==> config.mk <==
export PLATFORM = sky130hd
export DESIGN_NAME = ysyx_22050243_store_align_flat
export DESIGN_NICKNAME = d
export VERILOG_FILES = /design/src/rtl/ysyx_22050243_lsu_pkg.sv /design/src/rtl/ysyx_22050243_store_align_if.sv /design/src/rtl/ysyx_22050243_store_lane_gen.sv /design/src/rtl/ysyx_22050243_store_align.sv /design/src/flat_wrapper.sv
export SDC_FILE = /design/constraint.sdc
export NUM_CORES = 1
export LEC_CHECK = 0
export BUFFER_PORTS_ARGS = -buffer_cell sky130_fd_sc_hd__buf_4
export CORE_ASPECT_RATIO = 1.1
export CORE_MARGIN = 2
export CORE_UTILIZATION = 51
export CTS_CLUSTER_DIAMETER = 40
export DETAILED_ROUTE_END_ITERATION = 10
export PLACE_DENSITY = 0.79
export SYNTH_ARGS = -nofsm -noshare
export SYNTH_HDL_FRONTEND = slang
export SYNTH_SLANG_ARGS = --single-unit
==> constraint.sdc <==
create_clock -name clk -period 6.7 [get_ports clk]
set_clock_uncertainty 0.15 [all_clocks]
set_input_delay 1.34 -clock clk [delete_from_list [all_inputs] [get_ports clk]]
set_output_delay 1.34 -clock clk [all_outputs]
set_load 0.02 [all_outputs]
==> src/rtl/ysyx_22050243_lsu_pkg.sv <==
// Shared LSU definitions: access size encodings, store-align FSM states,
// bus strobe width and small size-decoding helpers.
package ysyx_22050243_lsu_pkg;

    localparam int BUS_W  = 64;
    localparam int STRB_W = BUS_W / 8;

    typedef enum logic [1:0] {
        SZ_B = 2'd0,
        SZ_H = 2'd1,
        SZ_W = 2'd2,
        SZ_D = 2'd3
    } size_e;

    typedef enum logic [1:0] {
        IDLE  = 2'd0,
        BEAT0 = 2'd1,
        BEAT1 = 2'd2
    } state_e;

    // Byte-enable pattern of an access of this size starting at lane 0.
    function automatic logic [STRB_W-1:0] size_strb(input logic [1:0] size);
        case (size_e'(size))
            SZ_B:    size_strb = 8'h01;
            SZ_H:    size_strb = 8'h03;
            SZ_W:    size_strb = 8'h0F;
            default: size_strb = 8'hFF;
        endcase
    endfunction

    // Low address bits that must be zero for a naturally aligned access.
    function automatic logic [2:0] align_mask(input logic [1:0] size);
        case (size_e'(size))
            SZ_B:    align_mask = 3'b000;
            SZ_H:    align_mask = 3'b001;
            SZ_W:    align_mask = 3'b011;
            default: align_mask = 3'b111;
        endcase
    endfunction

endpackage

==> src/rtl/ysyx_22050243_store_align_if.sv <==
// Store-align bus: LSU request side plus data-memory write side.
// "master" is the surrounding LSU/memory environment, "slave" is the aligner.
interface ysyx_22050243_store_align_if #(
    parameter int ADDR_WIDTH = 32,
    parameter int DATA_WIDTH = 64
);
    // Handshake rule on both sides: a transfer happens on a rising clk edge
    // where valid and ready are both 1; the valid side holds its payload
    // stable until that edge, and ready may be observed without valid.
    logic                    req_valid_i;
    logic                    req_ready_o;
    logic [ADDR_WIDTH-1:0]   req_addr_i;
    logic [DATA_WIDTH-1:0]   req_data_i;
    logic [1:0]              req_size_i;
    logic                    mem_valid_o;
    logic                    mem_ready_i;
    logic [ADDR_WIDTH-1:0]   mem_addr_o;
    logic [DATA_WIDTH-1:0]   mem_wdata_o;
    logic [DATA_WIDTH/8-1:0] mem_wstrb_o;
    logic                    done_o;
    logic                    misalign_o;

    modport master (
        output req_valid_i, req_addr_i, req_data_i, req_size_i, mem_ready_i,
        input  req_ready_o, mem_valid_o, mem_addr_o, mem_wdata_o, mem_wstrb_o,
               done_o, misalign_o
    );

    modport slave (
        input  req_valid_i, req_addr_i, req_data_i, req_size_i, mem_ready_i,
        output req_ready_o, mem_valid_o, mem_addr_o, mem_wdata_o, mem_wstrb_o,
               done_o, misalign_o
    );

endinterface

==> src/rtl/ysyx_22050243_store_lane_gen.sv <==
// Combinational store lane placement: truncates the operand to its size and
// shifts data and byte strobes across a 16-byte (two-beat) window.
module ysyx_22050243_store_lane_gen
    import ysyx_22050243_lsu_pkg::*;
(
    input  logic [63:0]  data,
    input  logic [1:0]   size,
    input  logic [2:0]   off,
    output logic [127:0] wide,
    output logic [15:0]  strb16
);

    logic [63:0] trunc;

    always_comb begin
        trunc = data;
        case (size_e'(size))
            SZ_B:    trunc = {56'd0, data[7:0]};
            SZ_H:    trunc = {48'd0, data[15:0]};
            SZ_W:    trunc = {32'd0, data[31:0]};
            default: trunc = data;
        endcase
        wide   = {64'd0, trunc} << {off, 3'b000};
        strb16 = {8'd0, size_strb(size)} << off;
    end

endmodule

==> src/rtl/ysyx_22050243_store_align.sv <==
// Store aligner: places a right-justified store operand on its byte lanes and
// splits 8-byte-boundary-crossing stores into two beats.
// Optional YSYX_22050243_STORE_ALIGN_TRAP_EN rejects misaligned stores instead.
module ysyx_22050243_store_align
    import ysyx_22050243_lsu_pkg::*;
#(
    parameter int DATA_WIDTH = 64,
    parameter int ADDR_WIDTH = 32
) (
    input  logic clk,
    input  logic rst_n,
    ysyx_22050243_store_align_if.slave bus,
    output state_e dbg_state
);

    state_e state_q, state_d;

    logic [127:0]           wide;
    logic [15:0]            strb16;
    logic [ADDR_WIDTH-1:0]  base_addr;
    logic [ADDR_WIDTH-1:0]  b0_addr_q, b1_addr_q;
    logic [DATA_WIDTH-1:0]  b0_data_q, b1_data_q;
    logic [STRB_W-1:0]      b0_strb_q, b1_strb_q;
    logic                   split_q, done_q;
    logic                   trap, accept, last_hs;

    ysyx_22050243_store_lane_gen u_lane_gen (
        .data   (bus.req_data_i),
        .size   (bus.req_size_i),
        .off    (bus.req_addr_i[2:0]),
        .wide   (wide),
        .strb16 (strb16)
    );

    assign base_addr = {bus.req_addr_i[ADDR_WIDTH-1:3], 3'b000};

`ifdef YSYX_22050243_STORE_ALIGN_TRAP_EN
    logic misalign_q;
    assign trap = |(bus.req_addr_i[2:0] & align_mask(bus.req_size_i));
    assign bus.misalign_o = misalign_q;

    always_ff @(posedge clk or negedge rst_n) begin
        if (!rst_n) misalign_q <= 1'b0;
        else        misalign_q <= (state_q == IDLE) && bus.req_valid_i && trap;
    end
`else
    assign trap = 1'b0;
    assign bus.misalign_o = 1'b0;
`endif

    assign accept  = (state_q == IDLE) && bus.req_valid_i && !trap;
    assign last_hs = bus.mem_ready_i &&
                     (((state_q == BEAT0) && !split_q) || (state_q == BEAT1));

    always_ff @(posedge clk or negedge rst_n) begin
        if (!rst_n) state_q <= IDLE;
        else        state_q <= state_d;
    end

    always_comb begin
        state_d = state_q;
        case (state_q)
            IDLE:    if (accept) state_d = BEAT0;
            BEAT0:   if (bus.mem_ready_i) state_d = split_q ? BEAT1 : IDLE;
            BEAT1:   if (bus.mem_ready_i) state_d = IDLE;
            default: state_d = IDLE;
        endcase
    end

    // Both beats are captured at acceptance so the bus payload is register-driven.
    always_ff @(posedge clk or negedge rst_n) begin
        if (!rst_n) begin
            b0_addr_q <= '0;
            b1_addr_q <= '0;
            b0_data_q <= '0;
            b1_data_q <= '0;
            b0_strb_q <= '0;
            b1_strb_q <= '0;
            split_q   <= 1'b0;
            done_q    <= 1'b0;
        end else begin
            done_q <= last_hs;
            if (accept) begin
                b0_addr_q <= base_addr;
                b1_addr_q <= base_addr + ADDR_WIDTH'(8);
                b0_data_q <= wide[63:0];
                b1_data_q <= wide[127:64];
                b0_strb_q <= strb16[7:0];
                b1_strb_q <= strb16[15:8];
                split_q   <= |strb16[15:8];
            end
        end
    end

    always_comb begin
        bus.req_ready_o = 1'b0;
        bus.mem_valid_o = 1'b0;
        bus.mem_addr_o  = '0;
        bus.mem_wdata_o = '0;
        bus.mem_wstrb_o = '0;
        case (state_q)
            IDLE: bus.req_ready_o = 1'b1;
            BEAT0: begin
                bus.mem_valid_o = 1'b1;
                bus.mem_addr_o  = b0_addr_q;
                bus.mem_wdata_o = b0_data_q;
                bus.mem_wstrb_o = b0_strb_q;
            end
            BEAT1: begin
                bus.mem_valid_o = 1'b1;
                bus.mem_addr_o  = b1_addr_q;
                bus.mem_wdata_o = b1_data_q;
                bus.mem_wstrb_o = b1_strb_q;
            end
            default: bus.req_ready_o = 1'b0;
        endcase
    end

    assign bus.done_o = done_q;
    assign dbg_state  = state_q;

endmodule

==> src/flat_wrapper.sv <==
// flat-port wrapper written by rule: the top's interface ports become plain ports
module ysyx_22050243_store_align_flat import ysyx_22050243_lsu_pkg::*;
#(
    parameter int DATA_WIDTH = 64,
    parameter int ADDR_WIDTH = 32
)
  (clk, rst_n, dbg_state, bus_req_valid_i, bus_req_addr_i, bus_req_data_i, bus_req_size_i, bus_mem_ready_i, bus_req_ready_o, bus_mem_valid_o, bus_mem_addr_o, bus_mem_wdata_o, bus_mem_wstrb_o, bus_done_o, bus_misalign_o);
  ysyx_22050243_store_align_if #(.ADDR_WIDTH(ADDR_WIDTH), .DATA_WIDTH(DATA_WIDTH)) bus_i ();
  input  logic clk;
  input  logic rst_n;
  output state_e dbg_state;
  input wire logic [$bits(bus_i.req_valid_i)-1:0] bus_req_valid_i;
  input wire logic [$bits(bus_i.req_addr_i)-1:0] bus_req_addr_i;
  input wire logic [$bits(bus_i.req_data_i)-1:0] bus_req_data_i;
  input wire logic [$bits(bus_i.req_size_i)-1:0] bus_req_size_i;
  input wire logic [$bits(bus_i.mem_ready_i)-1:0] bus_mem_ready_i;
  output wire logic [$bits(bus_i.req_ready_o)-1:0] bus_req_ready_o;
  output wire logic [$bits(bus_i.mem_valid_o)-1:0] bus_mem_valid_o;
  output wire logic [$bits(bus_i.mem_addr_o)-1:0] bus_mem_addr_o;
  output wire logic [$bits(bus_i.mem_wdata_o)-1:0] bus_mem_wdata_o;
  output wire logic [$bits(bus_i.mem_wstrb_o)-1:0] bus_mem_wstrb_o;
  output wire logic [$bits(bus_i.done_o)-1:0] bus_done_o;
  output wire logic [$bits(bus_i.misalign_o)-1:0] bus_misalign_o;
  assign bus_i.req_valid_i = bus_req_valid_i;
  assign bus_i.req_addr_i = bus_req_addr_i;
  assign bus_i.req_data_i = bus_req_data_i;
  assign bus_i.req_size_i = bus_req_size_i;
  assign bus_i.mem_ready_i = bus_mem_ready_i;
  assign bus_req_ready_o = bus_i.req_ready_o;
  assign bus_mem_valid_o = bus_i.mem_valid_o;
  assign bus_mem_addr_o = bus_i.mem_addr_o;
  assign bus_mem_wdata_o = bus_i.mem_wdata_o;
  assign bus_mem_wstrb_o = bus_i.mem_wstrb_o;
  assign bus_done_o = bus_i.done_o;
  assign bus_misalign_o = bus_i.misalign_o;
  ysyx_22050243_store_align #(.DATA_WIDTH(DATA_WIDTH), .ADDR_WIDTH(ADDR_WIDTH)) u_core (.clk(clk), .rst_n(rst_n), .bus(bus_i), .dbg_state(dbg_state));
endmodule
* Yosys cells after proc, flatten, opt, wreduce, memory -nomap -nowiden
Cells that the tools add are included.
W data, S select, Z words.
** Word-level totals
- Flip-flop bits (word level) :: 209
- Input bits :: 102
- Output and inout port bits :: 110
** Cells by class
- $add $sub $neg :: 1
- Equal/unequal tests :: 7
- Shifts and indexed selects :: 2
- Mux-type cells :: 12
- Reductions and logical operators :: 10
** Operators with widths (number)
- $pmux W64 S3 :: 1
- $pmux W64 S2 :: 1
- $shl A64 B6 Y128 :: 1
- $pmux W32 S2 :: 1
- $add A32 B4 Y32 const B :: 1
- $pmux W8 S3 :: 1
- $pmux W8 S2 :: 1
- $shl A8 B3 Y16 :: 1
- $mux W2 :: 4
- $reduce_or A8 Y1 :: 1
- $pmux W2 S3 :: 1
- $eq A2 B1 Y1 const B :: 2
- $eq A2 B2 Y1 const B :: 2
- $logic_not A2 Y1 :: 2
- $ne A2 B2 Y1 const B :: 2
- $logic_and A1 B1 Y1 :: 3
- $reduce_and A3 Y1 :: 1
- $mux W1 :: 2
- $ne A2 B1 Y1 const B :: 1
- $reduce_or A2 Y1 :: 1
- $logic_not A1 Y1 :: 1
- $logic_or A1 B1 Y1 :: 1

* Logic depth before layout (Yosys ltp)
- Depth after elaboration :: 4
- Gate-level depth with buffers :: 9
- Depth with buffers taken out :: 6

* Cells and area by module
Synthesis repeated with hierarchy kept, for this count alone.
** Second synthesis, totals
- Cell total of the unflattened synthesis :: 1683
- Area, all modules :: 12853.6 um2
** Modules (own cells, without submodules)
- ysyx_22050243_store_align :: times used 1, cells each 1176, area an instance 9794.4 um2, sequential area each 5154.9 um2
- ysyx_22050243_store_lane_gen :: times used 1, cells each 507, area an instance 3059.2 um2, sequential area each 0.0 um2

* Worst setup path after synthesis
OpenSTA, ideal clock, no wires.
- Path kind :: register to output
- Start :: reg u_core.state_q[0] (netlist: u_core.dbg_state[0])
- End :: out bus_mem_addr_o[10]
- Arrival time :: 2189 ps
- Path slack :: 3021 ps
- Cell stages (with the launch flop) :: 8
- Path through :: dfrtp_1 > inv_1 > ha_1 > clkbuf_1 > and2_1 > clkbuf_1 > clkbuf_1 > a22o_1
** Between the ends
- Longest elaborated chain between the ends :: 2
- Elaborated cells between the ends (all ways) :: 3
- Those cells by class :: 2 x eq/ne; 1 x mux
** RTL lines
- start: declaration :: RTL line ysyx_22050243_store_align.sv:16 : state_e state_q, state_d;
- start signal: assignment :: RTL line ysyx_22050243_store_align.sv:57 : else state_q <= state_d;
- $eq A2 B2 Y1 / $eq A2 B1 Y1 (equally long branches) :: RTL line ysyx_22050243_store_align.sv:101 : case (state_q)
- $pmux W32 S2 * :: RTL line ysyx_22050243_store_align.sv:101
- end: declaration :: RTL line flat_wrapper.sv:19 : output wire logic [$bits(bus_i.mem_addr_o)-1:0] bus_mem_addr_o;
Every way passes the cells marked *; elsewhere a longest branch is shown, timed or not.

* Worst setup path after layout
- Start :: reg u_core.state_q[1] (netlist: u_core.dbg_state[1])
- End :: out bus_mem_wdata_o[4]
** Between the ends
- Longest elaborated chain between the ends :: 2
- Elaborated cells between the ends (all ways) :: 3
- Those cells by class :: 2 x eq/ne; 1 x mux
** RTL lines
- $eq A2 B2 Y1 / $eq A2 B1 Y1 (equally long branches) :: RTL line ysyx_22050243_store_align.sv:101
- $pmux W64 S2 * :: RTL line ysyx_22050243_store_align.sv:101
- end: declaration :: RTL line flat_wrapper.sv:20 : output wire logic [$bits(bus_i.mem_wdata_o)-1:0] bus_mem_wdata_o;
Marked as above.

==> impl_metrics.ini <==
[status]
status = finished, final reports clean

[synthesis]
yosysTopAreaCellShare_pct = 46.65
yosys_warnings = 0
ys_seq_area_share_pct = 46.65
syn-cell-area_um2 = 10570
synth_top_area_cell = dfrtp_1
async_reset_ff_share_pct = 100.0
synthCells = 1133
synth_ff_type = dfrtp_1
syn_avg_cell_area_um2 = 9.326
synth_seq_cells = 197
synth_edf_count = 0
synth_area_leaders = dfrtp_1 47%, a22o_1 11%, nand2_1 6.3%
ys_types = 49

[placed_design]
portBuffers = 207
place_hpwl_um = 23240
gp_congestion = 0.9950
place_ws_ns = 2.705

[clocking]
numCtsBuffers = 17
cts_root_buffer = clkbuf_16
clkSinkCount = 197
cts.path.max_buffers = 2
postCtsResizedCells = 0
clkTransAtPathRegs_ns = 0.07
ctsHoldBuffers = 0
postCtsSetupBuffers = 0
clk_latency_ns = 0.43
tritoncts = yes
h-tree-depth = 4

[global_route]
grt_pass1_vias = 9268
antenna_found_initial = 0
grt_max_degree = 93
grt_first_pass_wirelength_um = 51690
overflow = 0
grt_usage_pct = 30.30

[setup_path]
startpoint_type = flip-flop
critPathCaptureType = output port
cp_max_fo = 48
crit_arrival_ns = 3.00
crit_type = reg -> out
required_ns = 5.21

[worst_hold_path]
hold_class = reg -> reg

[sta]
setup-tns-final_ns = 0
period_share_pct = 67.06
relSlewSlack_pct = 17.06
tightest_slew_ns = 1.233
finalSetupViolCount = 0
hold_viol = 0
post-route-min-period_ns = 4.493
slew_violations = 0
whs_ns = 0.3296
post-route-worst-setup-slack_ns = 2.207
max_clock_freq_mhz = 222.6
rsz0062_at_grt = false

[floorplanning]
dieArea_um2 = 21890
die_w_um = 141.2
fp.dieH_um = 155.0
coreArea_um2 = 20440
start_util_pct = 51.70
io_pins = 212
rows = 55

[layout]
multi_input_area_um2 = 5201
nets = 1376
drive_above_1_share_pct = 21.22
fill_cells = 1745
synthToLayoutAreaGrowth_pct = 20.47
seq_area_um2 = 4930
diodes = 0

[route]
wl_um = 33840
route.antenna.remaining_nets = 0
drc = 0
avgRoutedWirePerCell_um = 22.00
drt_first_pass_iters = 7
vias_per_cell = 6.508
drt_iter0_markers = 957
vias = 10010

[power_and_ir_drop]
p_per_area_nw_per_um2 = 368.9
p_seq_share_pct = 40.5
p_clk_share_pct = 22.4
p_switching_mw = 1.836
swShare_pct = 39.09
ir_drop_mv = 0.1917
combPwrFrac_pct = 37.1
p_leak_nw = 5.968
intPower_mw = 2.860

[run]
cap_violations = 0
registers in the layout, summed over array words and instances (netlist names):
signal	count
u_core.b1_data_q	56
u_core.b0_addr_q	29
u_core.b1_strb_q	7
u_core.bus.done_o	1
u_core.dbg_state	2
u_core.split_q	1
u_core.b0_data_q	64
u_core.b1_addr_q	29
u_core.b0_strb_q	8
power groups by stage:
stage	Clock [mW]	Combinational (mW)	Sequential [mW]
after floorplan	0	1.17	1.81
after global placement	0	1.69	1.91
after detailed placement	0	1.73	1.91
after CTS	1.06	1.75	1.89
after global routing	1.10	1.91	1.94
final	1.05	1.74	1.90
per-stage QoR:
step	std cells	util [%]	instance area (um2)	power [mW]
after global placement	1506	59.38	12140	3.600
after CTS	1538	62.28	12730	4.697
final	1538	62.28	12730	4.696
after detailed placement	1506	59.38	12140	3.646
after global routing	1538	62.28	12730	4.949
after floorplan	1136	-	10580	2.978
critical path, cell delays in order (launching register included):
cell and delay (ns):
dfrtp_1 0.40, inv_1 0.10, ha_1 0.46, and2_4 0.62
buf_4 0.55, a22o_1 0.25, buf_4 0.15
cell usage after synthesis (all sizes together) (3+ instances only):
cell,number
and2,3
xnor2,10
o21a,12
a32oi,8
nand2,178
buf,22
inv,11
mux2,14
a221o,3
or4,7
a21o,18
clkbuf,82
and3,13
o22a,3
or2,3
a22oi,36
ha,5
a22o,131
a31oi,23
nand3,18
nor2b,13
dfrtp,197
a21oi,28
mux2i,32
nor4,10
nor3,16
o221ai,9
o21bai,8
nand3b,9
nor2,41
o31ai,7
a221oi,8
o22ai,9
nand4,15
o21ai,118
layer usage:
metal | vias to the layer above | routed length, um | global-route usage, %
met3 | 75 | 3144 | 6.310
li1 | 4473 | - | -
met1 | 4866 | 13160 | 40.09
met4 | 0 | 1116 | 10.05
met5 | - | 0 | 0
met2 | 596 | 16420 | 50.07
cell type report:
type                       count  share of cell area (%)
clock buffer                  18                   3.371
clock inverter                14                   1.297
inverter                      11                  0.3244
multi-input combinational    824                   40.86
sequential                   197                   38.73
tap                          256                   2.516
timing repair buffer         218                   12.91
placed cells by master, fill, tap and decap left out, types with 23 or more instances in the layout:
master   count
buf_4      217
dfrtp_1    197
nand2_1    177
a22o_1     131
o21ai_0    118
nor2_1      41
a22oi_1     36
mux2i_1     32
a21oi_1     28
a31oi_1     23
cell families after synthesis:
kind of cell / synth area share (%)
XOR/XNOR: 0.9947
multiplexers: 4.523
AO/OA/AOI/OAI: 28.54
AND/OR/NAND/NOR: 14.22
adder cells (fa/ha/maj): 0.6868
other: 0.03549
buffers and inverters: 4.346
flip-flops: 46.65
path summary, 6_finish.rpt:
path                       depth (start not counted)  slack [ns]                    to                 start
min                                                2        0.33  u_core.b0_addr_q[19]  u_core.b0_addr_q[19]
min reg2reg                                        2        0.33  u_core.b0_addr_q[19]  u_core.b0_addr_q[19]
max in group asynchronous                          2        4.40  u_core.b1_data_q[54]                 rst_n
max reg2reg                                        6        3.28   u_core.b0_data_q[8]   u_core.dbg_state[1]
min in group asynchronous                          1        0.72  u_core.b0_addr_q[24]                 rst_n
max                                                6        2.21    bus_mem_wdata_o[4]   u_core.dbg_state[1]
Note: power is estimated with default switching activity, not from simulation.
